<file path="src/rtl/async_fifo16_wr_arb.sv">
// async_fifo16_wr_arb
// Write-side scheduler that lets N_REQ requesters share the single write port
// of an async_fifo16. It lives in the FIFO write clock domain and drives the
// FIFO's DIN/DIN_DV directly. Requesters are served round-robin with bursts of
// at most MAX_BURST beats. The FIFO has no full flag, so free entries are
// tracked with a credit counter. The read side returns credits as pulses that
// are already synchronised into CLK.
//
// Ports:
//   CLK          write clock, same as the FIFO W_CLK
//   RST          synchronous active-high reset
//   REQ_DIN      requester data, slice i = [i*WIDTH +: WIDTH]
//   REQ_DV       per-requester data valid
//   REQ_RDY      per-requester ready (combinational, only the granted bit can be set)
//   GRANT        one-hot current grant (registered)
//   FIFO_DIN     data to the FIFO DIN (registered)
//   FIFO_DIN_DV  write strobe to the FIFO DIN_DV (registered)
//   CREDIT_RET   one-cycle pulse per entry consumed on the read side
//   CREDITS      current free-entry count
//   OVF_ERR      sticky flag: a credit came back while CREDITS was already DEPTH
module async_fifo16_wr_arb #(
    parameter int N_REQ     = 4,
    parameter int WIDTH     = 2,
    parameter int DEPTH     = 15,
    parameter int MAX_BURST = 4
) (
    input  logic                     CLK,
    input  logic                     RST,
    input  logic [N_REQ*WIDTH-1:0]   REQ_DIN,
    input  logic [N_REQ-1:0]         REQ_DV,
    output logic [N_REQ-1:0]         REQ_RDY,
    output logic [N_REQ-1:0]         GRANT,
    output logic [WIDTH-1:0]         FIFO_DIN,
    output logic                     FIFO_DIN_DV,
    input  logic                     CREDIT_RET,
    output logic [4:0]               CREDITS,
    output logic                     OVF_ERR
);

    localparam int          IDXW        = (N_REQ > 1) ? $clog2(N_REQ) : 1;
    localparam int          IDXWP1      = IDXW + 1;
    localparam logic [4:0]  DEPTH_C     = 5'(DEPTH);
    localparam logic [3:0]  MAX_BURST_C = 4'(MAX_BURST);

    typedef enum logic {
        IDLE = 1'b0,
        XFER = 1'b1
    } state_t;

    state_t              state_q;
    logic [N_REQ-1:0]    grant_q;
    logic [IDXW-1:0]     grantIdx_q;
    logic [IDXW-1:0]     lastWinner_q;
    logic [3:0]          beatCnt_q;
    logic [4:0]          credits_q;
    logic [4:0]          credits_d;
    logic                ovfErr_q;
    logic                ovfErr_d;
    logic [WIDTH-1:0]    fifoDin_q;
    logic                fifoDinDv_q;

    logic                beat;
    logic [WIDTH-1:0]    grantData;
    logic                arbFound;
    logic [IDXW-1:0]     arbIdx;
    logic [IDXWP1-1:0]   idxWide;

    // Only the granted requester may see ready, and only while credits remain.
    // A credit returned in the same cycle as CREDITS==0 is visible next cycle.
    assign REQ_RDY   = (state_q == XFER && credits_q != 5'd0) ? grant_q : '0;
    assign beat      = |(REQ_DV & REQ_RDY);
    assign grantData = REQ_DIN[int'(grantIdx_q)*WIDTH +: WIDTH];

    // Round-robin search starting just above the last winner, wrapping around.
    always_comb begin
        arbFound = 1'b0;
        arbIdx   = '0;
        idxWide  = '0;
        for (int k = 1; k <= N_REQ; k++) begin
            idxWide = {1'b0, lastWinner_q} + IDXWP1'(k);
            if (idxWide >= IDXWP1'(N_REQ)) begin
                idxWide = idxWide - IDXWP1'(N_REQ);
            end
            if (!arbFound && REQ_DV[idxWide[IDXW-1:0]]) begin
                arbFound = 1'b1;
                arbIdx   = idxWide[IDXW-1:0];
            end
        end
    end

    // A beat and a returned credit in the same cycle cancel out. A return
    // while already full is dropped and flagged.
    always_comb begin
        credits_d = credits_q;
        ovfErr_d  = ovfErr_q;
        if (beat && !CREDIT_RET) begin
            credits_d = credits_q - 5'd1;
        end else if (CREDIT_RET && !beat) begin
            if (credits_q == DEPTH_C) begin
                ovfErr_d = 1'b1;
            end else begin
                credits_d = credits_q + 5'd1;
            end
        end
    end

    // Arbitration FSM with registered FIFO write outputs.
    always_ff @(posedge CLK) begin
        if (RST) begin
            state_q      <= IDLE;
            grant_q      <= '0;
            grantIdx_q   <= '0;
            lastWinner_q <= IDXW'(N_REQ - 1);
            beatCnt_q    <= 4'd0;
            credits_q    <= DEPTH_C;
            ovfErr_q     <= 1'b0;
            fifoDin_q    <= '0;
            fifoDinDv_q  <= 1'b0;
        end else begin
            credits_q   <= credits_d;
            ovfErr_q    <= ovfErr_d;
            fifoDinDv_q <= 1'b0;
            unique case (state_q)
                IDLE: begin
                    grant_q <= '0;
                    if (arbFound && credits_q != 5'd0) begin
                        grant_q         <= '0;
                        grant_q[arbIdx] <= 1'b1;
                        grantIdx_q      <= arbIdx;
                        lastWinner_q    <= arbIdx;
                        beatCnt_q       <= 4'd0;
                        state_q         <= XFER;
                    end
                end
                XFER: begin
                    if (beat) begin
                        fifoDin_q   <= grantData;
                        fifoDinDv_q <= 1'b1;
                        beatCnt_q   <= beatCnt_q + 4'd1;
                        if (beatCnt_q + 4'd1 == MAX_BURST_C) begin
                            grant_q <= '0;
                            state_q <= IDLE;
                        end
                    end else if (!REQ_DV[grantIdx_q]) begin
                        // Requester went away: give up the grant and re-arbitrate.
                        grant_q <= '0;
                        state_q <= IDLE;
                    end
                end
                default: begin
                    grant_q <= '0;
                    state_q <= IDLE;
                end
            endcase
        end
    end

    assign GRANT       = grant_q;
    assign FIFO_DIN    = fifoDin_q;
    assign FIFO_DIN_DV = fifoDinDv_q;
    assign CREDITS     = credits_q;
    assign OVF_ERR     = ovfErr_q;

endmodule

</file>
<file path="config.mk">
export PLATFORM = sky130hd
export DESIGN_NAME = async_fifo16_wr_arb
export DESIGN_NICKNAME = d
export VERILOG_FILES = /design/src/rtl/async_fifo16_wr_arb.sv
export SDC_FILE = /design/constraint.sdc
export NUM_CORES = 1
export LEC_CHECK = 0
export BUFFER_PORTS_ARGS = -buffer_cell sky130_fd_sc_hd__buf_2
export CELL_PAD_IN_SITES_DETAIL_PLACEMENT = 0
export CELL_PAD_IN_SITES_GLOBAL_PLACEMENT = 1
export CORE_AREA = 2 2 77 79
export CTS_CLUSTER_SIZE = 30
export DETAILED_ROUTE_END_ITERATION = 10
export DIE_AREA = 0 0 79 81
export PLACE_DENSITY_LB_ADDON = 0.1
export SLEW_MARGIN = 20
export SYNTH_ARGS = -nofsm -noshare
export SYNTH_HDL_FRONTEND = slang
export SYNTH_SLANG_ARGS = --single-unit
export TNS_END_PERCENT = 100
</file>
<file path="constraint.sdc">
create_clock -name CLK -period 2.9 [get_ports CLK]
set_input_delay 0.29 -clock CLK [delete_from_list [all_inputs] [get_ports CLK]]
set_output_delay 0.29 -clock CLK [all_outputs]
set_load 0.02 [all_outputs]
</file>
# [Word-level counts from Yosys, hierarchy flattened]
# Cells that the tools add are included.
[totals] ff_bits=22 out_inout_bits=17 in_bits=15
[op_classes] magnitude_cmp=11 n_shift=1 muxes=42 n_bitwise=3 add_sub_neg=11 eq_ne=7 reduce_logical=23
[op_table] operator="$mux 4" count=7
[op_table] operator="$lt 2x3->1 const B" count=6
[op_table] operator="$mux 2" count=8
[op_table] operator="$pmux 4 s2" count=2
[op_table] operator="$mux 1" count=15
[op_table] operator="$mux 5" count=3
[op_table] operator="$ge 3x3->1 const B" count=4
[op_table] operator="$bmux 1 s2" count=5
[op_table] operator="$reduce_and 2->1" count=5
[op_table] operator="$logic_and 1x1->1" count=8
[op_table] operator="$shiftx 8x4->2" count=1
[op_table] operator="$sub 2x1->2 const B" count=4
[op_table] operator="$add 2x2->3 const B" count=2
[op_table] operator="$add 5x1->5 const B" count=1
[op_table] operator="$eq 5x4->1 const B" count=1
[op_table] operator="$logic_not 1->1" count=5
[op_table] operator="$reduce_bool 5->1" count=1
[op_table] operator="$sub 5x1->5 const B" count=1
[op_table] operator="$add 4x1->4 const B" count=1
[op_table] operator="$and 4x4->4" count=1
[op_table] operator="$eq 4x3->1 const B" count=1
[op_table] operator="$ne 2x2->1 const B" count=2
[op_table] operator="$reduce_or 4->1" count=1
[op_table] operator="$add 2x1->3 const B" count=1
[op_table] operator="11 further kinds" count=12

# [Logic depth before layout (Yosys ltp)]
# Gate-level depths: netlist of run 1.
[depth] ltp_word=21 ltp_mapped=14 depth_no_buf=11

# [Worst setup path before layout of run 1]
# OpenSTA, ideal clock, no wires.
[synth_path] kind="reg-to-reg" start="reg credits_q[1], in the netlist CREDITS[1]" end="reg credits_q[4], in the netlist CREDITS[4]" path_buffers=3 t_required_ns=2.772 path_slack_ns=0.148 stages_incl_launch_ff=15 arrival_time_ns=2.625 path_cell_list="dfxtp_1 -> buf_2 -> nor2_4 -> a21boi_2 -> and2_4 -> buf_8 -> ha_1 -> clkbuf_1 -> xor2_1 -> ha_1 -> nor2_1 -> a32o_1 -> o21ai_0 -> xor2_1 -> nor2_1"
[synth_via] elab_chain_cells=9
[synth_rtl] item="start: declaration" line="55" rtl="logic [4:0] credits_q;"
[synth_rtl] item="start signal: assignment" line="120" rtl="credits_q <= credits_d;"
[synth_rtl] item="$reduce_bool 5->1 *" line="70" rtl="assign REQ_RDY = (state_q == XFER && credits_q != 5'd0) ? grant_q : '0;"
[synth_rtl] item="$logic_and 1x1->1 *" line="70"
[synth_rtl] item="$mux 4 *" line="70"
[synth_rtl] item="$and 4x4->4 *" line="71" rtl="assign beat = |(REQ_DV & REQ_RDY);"
[synth_rtl] item="$reduce_or 4->1 *" line="71"
[synth_rtl] item="named net beat" line="62" rtl="logic beat;"
[synth_rtl] item="$logic_not 1->1" line="98" rtl="end else if (CREDIT_RET && !beat) begin"
[synth_rtl] item="$logic_and 1x1->1" line="98"
[synth_rtl] item="$reduce_bool 2->1 (no source line)"
[synth_rtl] item="$reduce_and 2->1 (no source line)"
# Mark *: on every way through the listed nets, which the timed path passes. The rest lies on a longest branch. The select of a mux whose other input is x is not followed.
# A chain may end at the register's enable or synchronous reset.

# [Worst setup path after layout of run 1]
[layout_path] start="reg credits_q[3], in the netlist CREDITS[3]" end="reg credits_q[4], in the netlist CREDITS[4]"
[layout_via] elab_chain_cells=9
[layout_rtl] item="$reduce_bool 5->1" line="70"
[layout_rtl] item="$logic_and 1x1->1" line="70"
[layout_rtl] item="$mux 4" line="70"
[layout_rtl] item="$and 4x4->4" line="71"
[layout_rtl] item="$reduce_or 4->1" line="71"
[layout_rtl] item="$logic_not 1->1" line="98"
[layout_rtl] item="$logic_and 1x1->1" line="98"
[layout_rtl] item="$reduce_bool 2->1 (no source line)"
[layout_rtl] item="$reduce_and 2->1 (no source line)"
# Several ways; a longest one is shown, not always the timed one. The select of a mux whose other input is x is not followed.

==> results.sh, run 1 <==
export IMPL_htreeDepth=1
export IMPL_first_iter_violations=41
export IMPL_arrival_ps=2750
export IMPL_cts_sinks=22
export IMPL_timing_critical_path_from="CREDITS[3]"
export IMPL_crit_cells=11
export IMPL_worst_skew_pair_late_latency_ps=270
export IMPL_diodes=0
export IMPL_grt_start_max_net_pins=14
export IMPL_run_status="finished, final reports clean"
export IMPL_die_y_um=81
export IMPL_post_dp_hpwl_mm=2.67
export IMPL_seq_area_frac_synth_pct=32.7
export IMPL_critical_path_peak_fanout=8
export IMPL_ant_nets=0
export IMPL_clock_skew_final_ps=13.6
export IMPL_timing_hold_worst_class="input port to register"
export IMPL_required_ps=3060
export IMPL_type_of_element_launching_the_critical_path="register"
export IMPL_max_slew_margin_pct=46.5
export IMPL_flip_flop_and_latch_count_after_synthesis=22
export IMPL_grt_remaining_overflow=0
export IMPL_finalCritPeriodShare_pct=89.1
export IMPL_placement_setup_worst_slack_ps=334
export IMPL_fill_cells=639
export IMPL_gp_congestion=0.785
export IMPL_synthesized_netlist_net_count=174
export IMPL_area_growth_pct=21.4
export IMPL_crit_path_top_delay_cell="sky130_fd_sc_hd__dfxtp_1"
export IMPL_yosys_warnings=0
export IMPL_io_buffers=31
export IMPL_tightestPinTransition_ps=789
export IMPL_regToRegStartpoint="CREDITS[3]"
export IMPL_syn_inst=153
export IMPL_first_global_vias=1155
export IMPL_yosysUniqueCellTypes=43
export IMPL_final_setup_tns_ps=0
export IMPL_drt_wirelength_per_cell_um=13.3
export IMPL_die_area_sq_um=6400
export IMPL_cts_max_path_buffers=2
export IMPL_critPathTopFamily="compound AO/OA/AOI/OAI gates"
export IMPL_ratio_of_total_power_to_cell_area_nw_per_um2=751
export IMPL_antenna_found_initial=0
export IMPL_clk_pin_slew_ps=90
export IMPL_async_reset_ff_share_pct=0
export IMPL_cts_hold_buf=0
export IMPL_fmax_mhz=387
export IMPL_finalSetupViolCount=0
export IMPL_finalHoldViolations=0
export IMPL_ff_latch_area_sq_um=440
export IMPL_total_leakage_power_nw=0.660
export IMPL_r2r_cells=11
export IMPL_dominantRegCellSynth="sky130_fd_sc_hd__dfxtp_1"
export IMPL_cts_root_buf="sky130_fd_sc_hd__clkbuf_8"
export IMPL_drt_pass1_iter_count=4
export IMPL_grt_total_usage_pct=11.7
export IMPL_detail_routed_via_count_per_cell=4.55
export IMPL_vias=1183
export IMPL_power_ir_vdd_worst_uv=264
export IMPL_multiInputGateArea_sq_um=835
export IMPL_buf_inv_on_cp=0
export IMPL_timing_setup_critical_path_class="register to register"
export IMPL_slowest_delay_ps=530
export IMPL_cp_endpoint="CREDITS[4]"
export IMPL_finalWorstPathRequiredPeriod_ps=2580
export IMPL_cts_buffers=3
export IMPL_synth_cell_area_sq_um=1350
export IMPL_routed_wl_mm=3.45
export IMPL_reg2reg_setup_slack_ps=320
export IMPL_timing_critical_path_cells="nor3_4, a21boi_2, and2_4, ha_1, xor2_1, ha_1, nor2_1, a32o_1, o21ai_0, xor2_1, nor2_1"
export IMPL_ctsResizeCount=0
export IMPL_post_cts_setup_buffers=0
export IMPL_report_final_slew_viol_count=0
export IMPL_drv_cap=0
export IMPL_cts_tree="built"
export IMPL_start_util_pct=23.7
export IMPL_io_pins=32
export IMPL_worstHoldStart="RST"
export IMPL_drc_violations_left=0
export IMPL_postLayoutSetupSlackWorst_ps=316
export IMPL_end_kind="register"
export IMPL_final_layout_size_suffix_gt1_share_pct=28.6
export IMPL_nets=207
export IMPL_synth_avg_cell_area_sq_um=8.81
export IMPL_grt_first_pass_wirelength_mm=5.80
export IMPL_synth_edff_count=0
export IMPL_grt_setup_unrepaired="false"
export IMPL_chipWidth_um=79
export IMPL_r2r_end="CREDITS[4]"
export IMPL_fp_coreArea_sq_um=5680
export IMPL_core_rowCount=28
through the flow:
stage               hold slack, ps  instances  power, mW  utilization (%)  cell area, sq um
global route                   358        260       1.33             28.8              1640
detailed placement             465        256       1.01             27.8              1580
finish                         358        260       1.23             28.8              1640
CTS                            350        260       1.25             28.8              1640
global placement               452        256       1.02             27.8              1580
floorplan                      476        153      0.862                -              1350
cell families (layout without fill, tap and decap cells):
| logic type | after synthesis | after routing | share of synthesized area, % |
|---|---|---|---|
| AND/OR/NAND/NOR | 57 | 57 | 22.0 |
| AO/OA/AOI/OAI | 39 | 39 | 22.5 |
| flip-flops | 22 | 22 | 32.7 |
| buffers and inverters | 16 | 48 | 5.38 |
| multiplexers | 7 | 7 | 7.98 |
| adder cells (fa/ha/maj) | 6 | 6 | 5.57 |
| XOR/XNOR | 6 | 6 | 3.90 |
cell usage in the layout, fill, tap and decap left out, types with 2 or more instances in the layout:
master / n
sky130_fd_sc_hd__xnor2_1: 2
sky130_fd_sc_hd__buf_4: 2
sky130_fd_sc_hd__nor2b_1: 3
sky130_fd_sc_hd__a21oi_1: 9
sky130_fd_sc_hd__a31o_2: 2
sky130_fd_sc_hd__xor2_1: 4
sky130_fd_sc_hd__a32o_1: 2
sky130_fd_sc_hd__nand3_1: 5
sky130_fd_sc_hd__a31oi_1: 2
sky130_fd_sc_hd__a211oi_1: 2
sky130_fd_sc_hd__and2_1: 5
sky130_fd_sc_hd__o22ai_1: 2
sky130_fd_sc_hd__inv_1: 10
sky130_fd_sc_hd__nor2_1: 15
sky130_fd_sc_hd__o21ai_0: 8
sky130_fd_sc_hd__ha_1: 6
sky130_fd_sc_hd__dfxtp_1: 22
sky130_fd_sc_hd__nand2_1: 16
sky130_fd_sc_hd__a22oi_1: 2
sky130_fd_sc_hd__nand2b_1: 5
sky130_fd_sc_hd__mux2i_1: 4
sky130_fd_sc_hd__clkbuf_8: 4
sky130_fd_sc_hd__mux4_2: 3
sky130_fd_sc_hd__buf_2: 31
where the power goes:
part | internal [mW] | switching (mW) | total, mW
Clock | 0.121 | 0.107 | 0.229
Combinational | 0.238 | 0.311 | 0.549
Sequential | 0.364 | 0.0869 | 0.451
Total | 0.723 | 0.506 | 1.23
synth_stat cells (all sizes together), types with 4 or more instances:
cell type / instances / area, sq um
dfxtp: 22 / 440
nand2: 16 / 60.1
nor2: 16 / 67.6
inv: 11 / 41.3
a21oi: 9 / 45.0
o21ai: 9 / 45.0
and2: 6 / 40.0
ha: 6 / 75.1
nand2b: 5 / 31.3
nand3: 5 / 25.0
mux2i: 4 / 40.0
xor2: 4 / 35.0
cell type report:
| cell class | instances | area share (%) |
|---|---|---|
| multi-input combinational | 115 | 51.0 |
| tap | 75 | 5.74 |
| sequential | 22 | 26.9 |
| clock buffer | 4 | 3.37 |
| timing repair buffer | 33 | 10.4 |
| inverter | 11 | 2.52 |
worst min-delay path by stage:
stage,end,slack [ps],cells past startpoint
after CTS,FIFO_DIN_DV,350,2
after global routing,FIFO_DIN_DV,360,2
after floorplan,grantIdx_q[1],480,2
after global placement,OVF_ERR,450,2
final,FIFO_DIN_DV,360,2
after detailed placement,OVF_ERR,470,2
metal layers:
layer	vias up	global-route usage, %	share of wire [%]
met5	-	0	0
met4	0	3.62	0.67
met3	2	2.00	3.5
met2	26	18.9	47
met1	550	15.9	49
li1	605	-	-
registers in the layout, summed over array words and instances (netlist names):
name and flops:
CREDITS 5, FIFO_DIN 2, FIFO_DIN_DV 1, GRANT 4, OVF_ERR 1, beatCnt_q 4
grantIdx_q 2, lastWinner_q 2, state_q 1
No activity file was read; power rests on OpenSTA's default activity.
==> inputs of run 2 (changes only) <==
Settings changed: ABC_AREA set to 1, CORE_AREA 2 2 77 79 to 2 2 82 84, CTS_CLUSTER_DIAMETER set to 50, DIE_AREA 0 0 79 81 to 0 0 84 86.
==> run 2 against run 1 <==
Net effect: maximum frequency down 3.3%; design area increased by 12%; highest routed layer unchanged; sequential cell count unchanged; worst setup slack lost 87 ps; critical path type unchanged; via count up 25%; clock skew decreased by 12 ps; register-to-register slack worse by 90 ps.
==> results.sh, run 2 <==
export IMPL_syn_inst=226
export IMPL_io_pins=32
export IMPL_fmax_mhz=374
export IMPL_cts_max_path_buffers=2
export IMPL_yosysUniqueCellTypes=32
export IMPL_share_of_power_burned_in_combinational_logic_pct=62.8
export IMPL_drv_cap=0
export IMPL_finalCritPeriodShare_pct=92.1
export IMPL_ant_nets=0
export IMPL_clk_pin_slew_ps=80
export IMPL_cts_sinks=22
export IMPL_async_reset_ff_share_pct=0
export IMPL_power_switching_mw=1.06
export IMPL_cts_buffers=3
export IMPL_synth_cell_area_sq_um=1540
export IMPL_required_ps=3060
export IMPL_largest_register_ff_count=5
export IMPL_cell_internal_pwr_mw=0.937
export IMPL_routed_wl_mm=4.07
export IMPL_critical_path_peak_fanout=9
export IMPL_commonest_non_fill_non_tap_cells_in_the_layout="sky130_fd_sc_hd__nand2_1, sky130_fd_sc_hd__buf_2, sky130_fd_sc_hd__inv_1"
export IMPL_area_growth_pct=18.8
export IMPL_flip_flop_and_latch_count_after_synthesis=22
export IMPL_start_util_pct=24.6
export IMPL_finalWorstPathRequiredPeriod_ps=2670
export IMPL_drt_pass1_iter_count=4
export IMPL_grt_remaining_overflow=0
export IMPL_dominantRegCellSynth="sky130_fd_sc_hd__dfxtp_1"
export IMPL_die_y_um=86
export IMPL_r2r_cells=17
export IMPL_max_slew_margin_pct=67.4
export IMPL_p_seq_share_pct=27.4
export IMPL_timing_setup_critical_path_class="register to register"
export IMPL_power_ir_vdd_worst_uv=274
export IMPL_layout_cells_most_common="sky130_fd_sc_hd__nand2_1"
export IMPL_power_frac_clock_pct=9.8
export IMPL_type_of_element_launching_the_critical_path="register"
export IMPL_total_leakage_power_nw=0.915
export IMPL_die_area_sq_um=7220
export IMPL_cts_tree="built"
export IMPL_drc_violations_left=0
export IMPL_netlist_area_leader_share_pct=28.5
export IMPL_core_rowCount=29
export IMPL_arrival_ps=2840
export IMPL_design_power_total_mw=2.00
export IMPL_synth_avg_cell_area_sq_um=6.83
export IMPL_finalHoldViolations=0
export IMPL_ratio_of_total_power_to_cell_area_nw_per_um2=1090
export IMPL_final_area_sq_um=1830
export IMPL_postLayoutSetupSlackWorst_ps=229
export IMPL_end_kind="register"
export IMPL_clock_skew_final_ps=1.41
export IMPL_run_status="finished, final reports clean"
export IMPL_first_iter_violations=45
export IMPL_grt_setup_unrepaired="false"
export IMPL_nets=281
export IMPL_post_dp_hpwl_mm=3.24
export IMPL_grt_first_pass_wirelength_mm=6.90
export IMPL_yosys_warnings=0
export IMPL_htreeDepth=1
export IMPL_worst_skew_pair_late_latency_ps=260
export IMPL_fp_coreArea_sq_um=6280
export IMPL_worst_hold_path_num_cells=3
export IMPL_antenna_found_initial=0
export IMPL_yosys_area_top_type="sky130_fd_sc_hd__dfxtp_1"
export IMPL_chipWidth_um=84
export IMPL_post_synth_top_count_cell="sky130_fd_sc_hd__nand2_1"
export IMPL_timing_hold_worst_class="input port to register"
export IMPL_first_global_vias=1436
export IMPL_postPlaceCellArea_sq_um=1790
export IMPL_drt_wirelength_per_cell_um=12.1
export IMPL_report_final_slew_viol_count=0
export IMPL_synthesized_netlist_net_count=247
export IMPL_final_setup_tns_ps=0
export IMPL_gp_congestion=0.785
export IMPL_netSwitchingFraction_pct=53.1
export IMPL_placement_setup_worst_slack_ps=204
export IMPL_synth_edff_count=0
export IMPL_vias=1477
export IMPL_seq_area_frac_synth_pct=28.5
export IMPL_cts_root_buf="sky130_fd_sc_hd__clkbuf_8"
export IMPL_synth_top_cells_by_count="sky130_fd_sc_hd__nand2_1, sky130_fd_sc_hd__inv_1, sky130_fd_sc_hd__dfxtp_1"
export IMPL_synth_area_top_cells="sky130_fd_sc_hd__dfxtp_1, sky130_fd_sc_hd__nand2_1, sky130_fd_sc_hd__inv_1, sky130_fd_sc_hd__nand3_1, sky130_fd_sc_hd__ha_1"
export IMPL_tightestPinTransition_ps=489
export IMPL_diodes=0
export IMPL_grt_total_usage_pct=11.7
export IMPL_finalSetupViolCount=0
export IMPL_final_layout_size_suffix_gt1_share_pct=27.9
export IMPL_grt_start_max_net_pins=13
export IMPL_detail_routed_via_count_per_cell=4.41
export IMPL_io_buffers=31
==> run 2: cell types whose count changed after synthesis, sizes merged, moves of 3 or more <==
| cell | change |
|---|---|
| a21oi | +6 |
| nand2 | +55 |
| mux2i | -4 |
| nor2 | +9 |
| o21ai | +8 |
| mux4 | -3 |
| and2 | -6 |
| inv | +17 |
| nand2b | -5 |
| o211ai | +3 |
| nand4 | +4 |
| nor2b | -3 |
| nand3 | +14 |
==> run 2: per-layer routing <==
layer	track usage, %	part of all wire [%]
met3	2.31	3.4
met1	15.7	51
met2	19.6	45
met5	0	0
met4	2.64	0.81
==> run 2: final cells by class <==
cell class,instances,area [sq um]
Fill cell,731,4440
Multi-Input combinational cell,172,968
Sequential cell,22,440
Timing Repair Buffer,33,170
Inverter,28,118
Tap cell,77,96.3
Clock buffer,3,41.3
==> run 2: logic make-up after synthesis <==
group,count (synthesis),synth area share (%)
adder cells (fa/ha/maj),6,4.86
AND/OR/NAND/NOR,122,39.8
AO/OA/AOI/OAI,40,15.3
buffers and inverters,32,9.24
flip-flops,22,28.5
XOR/XNOR,4,2.27
==> run 2: critical path: stages, from the launching register on <==
cell,delay [ps]
sky130_fd_sc_hd__dfxtp_1,370
sky130_fd_sc_hd__nor2_2,140
sky130_fd_sc_hd__nand3_2,150
sky130_fd_sc_hd__nand4_1,120
sky130_fd_sc_hd__nand2_1,130
sky130_fd_sc_hd__nor2_8,170
sky130_fd_sc_hd__inv_4,80
sky130_fd_sc_hd__ha_1,290
sky130_fd_sc_hd__xor2_2,180
sky130_fd_sc_hd__ha_1,150
sky130_fd_sc_hd__o21bai_1,110
sky130_fd_sc_hd__nand2_1,90
sky130_fd_sc_hd__o21ai_1,170
sky130_fd_sc_hd__o21ai_0,90
sky130_fd_sc_hd__a21oi_1,170
sky130_fd_sc_hd__nand2_1,70
sky130_fd_sc_hd__nand2_1,50
sky130_fd_sc_hd__nor2_1,40
==> run 2: power by group through the flow <==
| stage | combinational (mW) | sequential [mW] | clock [mW] |
|---|---|---|---|
| floorplan | 0.909 | 0.595 | 0 |
| global placement | 1.30 | 0.558 | 0 |
| detailed placement | 1.27 | 0.556 | 0 |
| CTS | 1.27 | 0.548 | 0.207 |
| global route | 1.43 | 0.565 | 0.220 |
| finish | 1.25 | 0.547 | 0.196 |
==> run 2: repair_timing <==
action / in CTS / in global routing
setup endpoints to repair: 0 / 1
setup buffers: 0 / 0
resized for setup: 0 / 1
hold buffers: 0 / 0
==> run 2: path summary, 6_finish.rpt <==
kind | startpoint | endpoint | slack (ps)
setup / recovery | CREDITS[0] | CREDITS[4] | 230
hold / removal | REQ_DIN[6] | FIFO_DIN[0] | 350
setup reg to reg | CREDITS[0] | CREDITS[4] | 230
hold reg to reg | OVF_ERR | OVF_ERR | 460
==> run 2: per-stage QoR <==
| stage | hold slack, ps | std cells | utilization (%) |
|---|---|---|---|
| final | 350 | 335 | 29.2 |
| after global routing | 358 | 335 | 29.2 |
| after CTS | 349 | 335 | 29.1 |
| after detailed placement | 456 | 332 | 28.4 |
| after global placement | 440 | 332 | 28.4 |
| after floorplan | 469 | 226 | - |
